File: src/rtl/mux_sel_sequencer.sv
// mux_sel_sequencer: drives the data and select inputs of mux8x1 and returns
// its output as a serial bit stream. Together with the mux, it forms a
// parallel-to-serial converter with valid/ready handshakes on both sides.
// Optional feature macro: MUX_SEQ_PARITY_EN appends an even-parity beat to
// each frame.
module mux_sel_sequencer #(
   parameter int WIDTH     = 8,
   parameter int SEL_W     = 3,
   parameter int MSB_FIRST = 0
) (
   input  logic             clk,
   input  logic             rst_n,
   input  logic             load_valid,
   output logic             load_ready,
   input  logic [WIDTH-1:0] load_data,
   output logic [WIDTH-1:0] in,
   output logic [SEL_W-1:0] sel,
   input  logic             mux_out,
   output logic             ser_valid,
   input  logic             ser_ready,
   output logic             ser_bit,
   output logic             ser_last
);

   localparam logic [SEL_W-1:0] START_IDX = (MSB_FIRST != 0) ? SEL_W'(WIDTH - 1) : '0;
   localparam logic [SEL_W-1:0] END_IDX   = (MSB_FIRST != 0) ? '0 : SEL_W'(WIDTH - 1);

   typedef enum logic [1:0] {
      IDLE,
      SCAN,
      PARITY
   } state_e;

   state_e           state_q, state_d;
   logic [WIDTH-1:0] in_q, in_d;
   logic [SEL_W-1:0] sel_q, sel_d;
   logic             load_take;
`ifdef MUX_SEQ_PARITY_EN
   logic             par_q, par_d;
`endif

   assign in  = in_q;
   assign sel = sel_q;

   // State, held word and select registers with synchronous active-low reset.
   always_ff @(posedge clk) begin
      if (!rst_n) begin
         state_q <= IDLE;
         in_q    <= '0;
         sel_q   <= START_IDX;
`ifdef MUX_SEQ_PARITY_EN
         par_q   <= 1'b0;
`endif
      end else begin
         state_q <= state_d;
         in_q    <= in_d;
         sel_q   <= sel_d;
`ifdef MUX_SEQ_PARITY_EN
         par_q   <= par_d;
`endif
      end
   end

   // Serial-side outputs, load handshake and next-state selection.
   always_comb begin
      state_d    = state_q;
      in_d       = in_q;
      sel_d      = sel_q;
`ifdef MUX_SEQ_PARITY_EN
      par_d      = par_q;
`endif
      ser_valid  = 1'b0;
      ser_bit    = 1'b0;
      ser_last   = 1'b0;
      load_ready = 1'b0;
      load_take  = 1'b0;

      case (state_q)
         SCAN: begin
            ser_valid = 1'b1;
            ser_bit   = mux_out;
`ifdef MUX_SEQ_PARITY_EN
            ser_last  = 1'b0;
`else
            ser_last  = (sel_q == END_IDX);
`endif
         end
`ifdef MUX_SEQ_PARITY_EN
         PARITY: begin
            ser_valid = 1'b1;
            ser_bit   = par_q;
            ser_last  = 1'b1;
         end
`endif
         default: begin
         end
      endcase

      // A new word may be taken while the final beat of a frame leaves,
      // so back-to-back frames have no idle cycle between them.
      load_ready = (state_q == IDLE) || (ser_last && ser_ready);
      load_take  = load_valid && load_ready;

      if (ser_valid && ser_ready) begin
         if (state_q == SCAN) begin
            if (sel_q == END_IDX) begin
`ifdef MUX_SEQ_PARITY_EN
               state_d = PARITY;
`else
               state_d = IDLE;
`endif
            end else if (MSB_FIRST != 0) begin
               sel_d = sel_q - SEL_W'(1);
            end else begin
               sel_d = sel_q + SEL_W'(1);
            end
         end else begin
            state_d = IDLE;
         end
      end

      if (load_take) begin
         state_d = SCAN;
         in_d    = load_data;
         sel_d   = START_IDX;
`ifdef MUX_SEQ_PARITY_EN
         par_d   = ^load_data;
`endif
      end
   end

endmodule
File: config.mk
export PLATFORM = sky130hd
export DESIGN_NAME = mux_sel_sequencer
export DESIGN_NICKNAME = d
export VERILOG_FILES = /design/src/rtl/mux_sel_sequencer.sv
export SDC_FILE = /design/constraint.sdc
export NUM_CORES = 1
export LEC_CHECK = 0
export BUFFER_PORTS_ARGS = -buffer_cell sky130_fd_sc_hd__buf_2
export CORE_MARGIN = 2
export CORE_UTILIZATION = 42
export DETAILED_ROUTE_END_ITERATION = 10
export PLACE_DENSITY_LB_ADDON = 0.25
export SYNTH_ARGS = -nofsm -noshare
export SYNTH_HDL_FRONTEND = slang
export SYNTH_SLANG_ARGS = --single-unit
File: constraint.sdc
create_clock -name clk -period 1.6 [get_ports clk]
set_input_delay 0.16 -clock clk [delete_from_list [all_inputs] [get_ports clk]]
set_output_delay 0.16 -clock clk [all_outputs]
set_load 0.02 [all_outputs]
==> results.json, run 1 <==
{
  "cts_sinks": 12,
  "clkSlewWorstSetupHoldPaths_ps": 70,
  "wl_met1_um": 454,
  "worst_ep_arrival_time_ps": 1330,
  "slew_viol_final": 0,
  "seqPwrFrac": 0.520,
  "wl_per_cell_um": 10.4,
  "ys_ff_latch": 12,
  "fin_ws_ps": 112,
  "syn2layout_area_growth_pct": 42.0,
  "synthArstFlopShare": 0,
  "min_period_ps": 1490,
  "synthesis.area_um2": 552,
  "portBuffers": 27,
  "ctsLongestPathBuffers": 2,
  "route.vias.total": 450,
  "finalNetCount": 103,
  "grt_pass1_vias": 391,
  "max_freq_mhz": 672,
  "rows": 13,
  "drv_cap": 0,
  "synthCells": 54,
  "die_w_um": 40.2,
  "grt_pass1_wl_um": 1630,
  "synth_commonest_cells": "nand2_1, dfxtp_1, mux2i_1",
  "worstSetupEndpointType": "output port",
  "clkPwrFrac": 0.274,
  "worstPathRequired_ps": 1440,
  "clkLatencyLatePin_ps": 260,
  "min_path_type": "in2reg",
  "cp_max_fo": 3,
  "hold_slack_ps": 139,
  "power_frac_comb": 0.206,
  "path_class": "reg2out",
  "fin_skew_ps": 2.03,
  "nFillCells": 112,
  "route.top_layer_used": "met4",
  "die_area_um2": 1620,
  "avgSynthCellArea_um2": 10.2,
  "detail_route.iter0.violations": 2,
  "power.total_mw": 0.621,
  "vias_per_cell": 4.46,
  "dpl_worst_slack_ps": -60.7,
  "start_kind": "flop",
  "outcome": "finished, final reports clean",
  "p_int_mw": 0.462,
  "gp_congestion": 0.652,
  "p_per_area_nw_per_um2": 793,
  "ctsHtreeMaxLevel": 1,
  "met2_length_um": 501,
  "boundaryPins": 28,
  "switching_share": 0.255,
  "grt_max_degree": 21,
  "dr_wl_met3_um": 79,
  "worst_slew_margin_rel": 0.800,
  "antenna_cells": 0,
  "synth.area.top_cells": "dfxtp_1, mux2i_1, nand2_1",
  "dr.pass1.iters": 2,
  "ir_drop_uv": 471,
  "worstMarginPinSlew_ps": 300,
  "synth_edf_count": 0,
  "synth-main-ff-cell": "dfxtp_1",
  "min_period_over_period": 0.930,
  "ys_types": 14,
  "rsz0062_at_grt": "false",
  "rrSetupSlack_ps": 170,
  "drive_gt1_frac": 0.523,
  "grt_usage": 0.157,
  "overflow": 0,
  "final_antenna_net_count": 0,
  "cts_tree": "yes",
  "netlist.area_leader.share": 0.435,
  "finalWirelength_um": 1050,
  "p_switching_mw": 0.158,
  "initial_core_util": 0.435,
  "antenna_found_initial": 0,
  "fp.dieH_um": 40.2,
  "drc_errors": 0,
  "hpwl_um": 732,
  "synth_warnings": 0,
  "yosysTopAreaCell": "dfxtp_1",
  "cts_buffers": 3,
  "cts_hold_buf": 0,
  "leakagePower_nw": 0.403,
  "synth.most_common_cell": "nand2_1",
  "syn_nets": 69,
  "finalHoldViolCount": 0,
  "cts_root_buf": "clkbuf_4",
  "setup_violations": 0,
  "coreArea_um2": 1270,
  "ys_seq_area_frac": 0.435
}
-- flip-flops by register name (all words and copies together) (netlist names) --
signal	flops
sel	3
in	8
state_q	1
-- repair_timing --
action,CTS,global route
hold endpoints to repair,0,0
buffers inserted,1,2
resized for setup,2,4
endpoints found under the setup margin,10,9
pin swaps,1,0
-- worst paths after layout --
kind / startpoint / end / depth (start not counted)
setup / recovery: sel[0] / load_ready / 5
hold / removal: load_data[1] / in[1] / 3
setup reg to reg: sel[0] / sel[0] / 7
hold reg to reg: in[0] / in[0] / 2
-- cells in the final DEF (no fill, tap or decap), drive strengths merged, types with 2 or more instances in the layout --
cell and n:
mux2i 10, buf 32, nand2 16, clkbuf 3, and2 2, dfxtp 12
ha 2, nor3b 3
-- layout make-up --
class,instances,area [um^2],area share
well taps,15,18.8,0.0240
repair buffers,32,188,0.240
multi-input cells,38,309,0.395
clock buffers,3,22.5,0.0288
inverters,1,3.75,0.00479
flip-flops and latches,12,241,0.308
-- critical path, cell delays in order (launching register included) --
cell and delay [ps]:
dfxtp_2 320, ha_2 190, ha_4 170, a21boi_4 170, inv_1 60, buf_4 150
-- cell families after synthesis --
kind of cell               share of synthesized area
DFF                                            0.435
muxes                                          0.181
xor gates and xnor gates                      0.0159
and+or+nand+nor                                0.234
adders and majority gates                     0.0453
buffers and inverters                         0.0408
AOI/OAI and AO/OA                             0.0476
-- per-layer routing --
layer | up-vias | GRT usage
li1 | 242 | -
met1 | 190 | 0.190
met2 | 16 | 0.250
met3 | 2 | 0.0333
met4 | 0 | 0.100
met5 | - | 0
-- per-stage QoR --
step | util | TNS (ps) | cells | area [um^2]
5_1_grt | 0.617 | 0 | 101 | 783
4_1_cts | 0.589 | 0 | 100 | 747
6_report | 0.617 | 0 | 101 | 783
3_5_place_dp | 0.559 | -429 | 96 | 709
3_3_place_gp | 0.559 | -67.1 | 96 | 709
2_1_floorplan | - | 0 | 54 | 552
-- power groups by stage --
stage | Combinational, mW | Clock, mW | Sequential (mW)
after CTS | 0.119 | 0.177 | 0.323
after global routing | 0.139 | 0.199 | 0.325
final | 0.128 | 0.170 | 0.323
after global placement | 0.113 | 0 | 0.329
after floorplan | 0.0545 | 0 | 0.350
after detailed placement | 0.114 | 0 | 0.329
(Power assumes the default switching activity.)
==> run 2: changes to the inputs <==
Settings changed: CTS_BUF_LIST from default to sky130_fd_sc_hd__clkbuf_16.
==> results.json, run 2 (synthesis gave the netlist of run 1 again) <==
{
  "die_area_um2": 1620,
  "grt_usage": 0.150,
  "min_period_ps": 1470,
  "route.vias.total": 443,
  "finalWirelength_um": 983,
  "rsz0062_at_grt": "false",
  "drv_cap": 0,
  "min_from": "load_valid",
  "outcome": "finished, final reports clean",
  "grt_pass1_vias": 382,
  "wl_per_cell_um": 10.0,
  "critPathSlowestCell": "dfxtp_1",
  "ctsHtreeMaxLevel": 1,
  "p_per_area_nw_per_um2": 1090,
  "reg2reg_depth": 5,
  "cp_cell_sequence": "ha_2 > ha_4 > a21boi_4 > inv_1 > buf_2",
  "cts_hold_buf": 0,
  "drive_gt1_frac": 0.494,
  "worst_ep_arrival_time_ps": 1310,
  "syn2layout_area_growth_pct": 44.4,
  "cts_tree": "yes",
  "max_freq_mhz": 679,
  "initial_core_util": 0.435,
  "detail_route.iter0.violations": 3,
  "gp_congestion": 0.652,
  "vias_per_cell": 4.52,
  "min_path_type": "in2reg",
  "reg2reg_to": "in[2]",
  "dpl_worst_slack_ps": -60.7,
  "grt_pass1_wl_um": 1600,
  "cts_sinks": 12,
  "slew_viol_final": 0,
  "min_period_over_period": 0.921,
  "final_cell_mix": "buf_2, nand2_1, dfxtp_1, mux2i_1",
  "final_antenna_net_count": 0,
  "power.total_mw": 0.871,
  "layout_commonest_cell": "buf_2",
  "drc_errors": 0,
  "crit_buf_inv": 2,
  "clkSlewWorstSetupHoldPaths_ps": 40,
  "start_kind": "flop",
  "boundaryPins": 28,
  "setup_violations": 0,
  "cts_root_buf": "clkbuf_16",
  "dr.pass1.iters": 2,
  "fp.dieH_um": 40.2,
  "hold_depth": 2,
  "finish.utilization": 0.628,
  "portBuffers": 27,
  "worstPathRequired_ps": 1440,
  "path_class": "reg2out",
  "cp_slowest_stage_delay_ps": 310,
  "grt_max_degree": 21,
  "cp_top_family": "adder cells",
  "ir_drop_uv": 678,
  "cts_buffers": 3,
  "die_w_um": 40.2,
  "timing.rr.start": "sel[0]",
  "cts_setup_buffers": 0,
  "fin_skew_ps": 0.834,
  "overflow": 0,
  "finalNetCount": 100,
  "cp_max_fo": 3,
  "rows": 13,
  "leakagePower_nw": 0.405,
  "largest_reg_flops": 8,
  "ctsLongestPathBuffers": 2,
  "worstSetupEndpointType": "output port",
  "clkLatencyLatePin_ps": 230,
  "worstMarginPinSlew_ps": 396,
  "fin_ws_ps": 127,
  "finalHoldViolCount": 0,
  "coreArea_um2": 1270,
  "hpwl_um": 732,
  "worst_slew_margin_rel": 0.735,
  "antenna_found_initial": 0,
  "rrSetupSlack_ps": 190,
  "antenna_cells": 0,
  "hold_end": "state_q[0]"
}
run 2: per-layer routing:
metal | vias to the layer above | part of all wire | GRT usage
met3 | 2 | 0.074 | 0.0333
met1 | 191 | 0.46 | 0.190
met5 | - | 0 | 0
met2 | 16 | 0.46 | 0.238
met4 | 0 | 0.0051 | 0.0750
li1 | 234 | - | -
run 2: timing repair:
item,4_1_cts,5_1_grt
endpoints found under the setup margin,10,1
gates resized for setup,2,2
pin swaps,0,1
run 2: worst max path at each step:
stage,start,end,depth (start not counted)
final,sel[0],load_ready,5
after global routing,sel[0],load_ready,5
after CTS,sel[0],load_ready,6
after detailed placement,sel[0],in[1],5
after global placement,sel[0],in[2],5
after floorplan,sel[0],in[0],6
run 2: final cells by class:
class,count,area [um^2]
well taps,15,18.8
multi-input cells,38,309
fillers,109,472
inverters,1,3.75
flip-flops and latches,12,240
clock buffers,3,75.1
repair buffers,29,150
run 2: power breakdown:
group          leakage (nW)  switching, mW  internal [mW]
combinational         0.270         0.0636         0.0496
clock                0.0370          0.109          0.324
sequential           0.0984        0.00807          0.316
total                 0.405          0.181          0.690
run 2: stage by stage:
step | hold WS, ps | area, um^2 | cells | setup TNS, ps
3_3_place_gp | 389 | 709 | 96 | -67.1
2_1_floorplan | 284 | 552 | 54 | 0
4_1_cts | 153 | 792 | 99 | 0
6_report | 155 | 797 | 98 | 0
3_5_place_dp | 386 | 709 | 96 | -429
5_1_grt | 169 | 797 | 98 | 0
==> run 3: changes to the inputs <==
Settings changed: CORE_UTILIZATION 42 to 38.
Clock period 1.6 ns to 1.2 ns, I/O delays scaled along.
==> results.json, run 3 (synthesis gave the netlist of run 1 again) <==
{
  "cp_max_fo": 3,
  "antenna_found_initial": 0,
  "fin_skew_ps": 0.770,
  "drv_cap": 0,
  "worst_ep_arrival_time_ps": 1310,
  "die_w_um": 42.1,
  "hold_slack_ps": 128,
  "antenna_cells": 0,
  "cts_sinks": 12,
  "boundaryPins": 28,
  "power.total_mw": 1.22,
  "wl_per_cell_um": 10.6,
  "min_period_ps": 1430,
  "finalNetCount": 106,
  "clkLatencyLatePin_ps": 230,
  "final_cell_mix": "buf_2, nand2_1, mux2i_1, dfxtp_1, buf_4",
  "coreArea_um2": 1330,
  "finalHoldViolCount": 0,
  "cp_slowest_stage_delay_ps": 340,
  "drive_gt1_frac": 0.567,
  "fin_ws_ps": -234,
  "outcome": "finished with violations",
  "post_dp_cell_area_um2": 751,
  "failed_checks": "setup timing",
  "cts_hold_buf": 0,
  "path_class": "reg2out",
  "worst_slew_margin_rel": 0.799,
  "nFillCells": 111,
  "finalWirelength_um": 1120,
  "dpl_worst_slack_ps": -348,
  "layout_commonest_cell": "buf_2",
  "cts_root_buf": "clkbuf_16",
  "syn2layout_area_growth_pct": 62.6,
  "place_inst": 97,
  "portBuffers": 27,
  "p_per_area_nw_per_um2": 1360,
  "ir_drop_uv": 823,
  "hold_depth": 3,
  "vias_per_cell": 4.61,
  "largest_reg_flops": 8,
  "hpwl_um": 736,
  "critPathSlowestCell": "dfxtp_4",
  "grt_usage": 0.142,
  "leakagePower_nw": 0.447,
  "detail_route.iter0.violations": 5,
  "post-route-cell-area_um2": 897,
  "drc_errors": 0,
  "final_antenna_net_count": 0,
  "rows": 13,
  "grt_max_degree": 21,
  "rsz0062_at_grt": "true",
  "route.vias.total": 484,
  "cts_tree": "yes",
  "worstSetupEndpointType": "output port",
  "worstMarginPinSlew_ps": 302,
  "min_path_type": "in2reg",
  "start_kind": "flop",
  "setup_violations": 14,
  "initial_core_util": 0.414,
  "min_period_over_period": 1.19,
  "grt_pass1_wl_um": 1990,
  "fp.dieH_um": 42.1,
  "fin_cells": 105,
  "cts_buffers": 3,
  "die_area_um2": 1770,
  "ctsHtreeMaxLevel": 1,
  "clkSlewWorstSetupHoldPaths_ps": 40,
  "reg2reg_depth": 7,
  "slew_viol_final": 0,
  "gp_congestion": 0.641,
  "worstPathRequired_ps": 1080,
  "ctsLongestPathBuffers": 2,
  "cp_cell_sequence": "ha_4 > ha_4 > a21boi_4 > buf_6 > inv_2 > buf_6",
  "grt_pass1_vias": 491,
  "max_freq_mhz": 697,
  "overflow": 0,
  "dr.pass1.iters": 4
}
## run 3: final cells by class
| type | instances | area [um^2] | share of cell area |
|---|---|---|---|
| tap | 15 | 18.8 | 0.0209 |
| clock buffer | 3 | 75.1 | 0.0837 |
| clock inverter | 1 | 3.75 | 0.00418 |
| multi-input combinational | 38 | 319 | 0.356 |
| timing repair buffer | 35 | 228 | 0.254 |
| sequential | 12 | 249 | 0.278 |
| inverter | 1 | 3.75 | 0.00418 |
## run 3: stage by stage
step	util	TNS, ps
after detailed placement	0.563	-3560
after floorplan	-	-664
after global routing	0.673	-2740
final	0.673	-1910
after CTS	0.664	-2190
after global placement	0.563	-3270
## run 3: path summary, 6_finish.rpt
kind         slack [ps]          from         end
max                -230        sel[0]  load_ready
min                 130  load_data[5]       in[5]
max reg2reg        -160        sel[0]      sel[0]
min reg2reg         450         in[4]       in[4]
## run 3: layer usage
metal  wire, um  vias to the layer above  global-route usage
met4          0                        0              0.0438
met3         68                        0              0.0172
met5          0                        -                   0
met2        569                       16               0.266
met1        477                      214               0.166
li1           -                      254                   -
## run 3: what timing repair did
item | in CTS | in global routing
pin swaps | 3 | 3
endpoints found under the hold margin | 0 | 0
buffers inserted | 3 | 1
setup endpoints to repair | 13 | 13
gates resized for setup | 7 | 1
## run 3: worst max-delay path, delay by kind of cell, from the launching register on
kind / cells / cell delay (ps)
DFF: 1 / 340
adders and majority gates: 2 / 310
AOI/OAI and AO/OA: 1 / 150
buffers and inverters: 3 / 270
## run 3: power breakdown
group,total (mW),switching (mW),internal [mW]
combinational,0.189,0.0949,0.0943
sequential,0.430,0.0112,0.418
clock,0.605,0.166,0.438
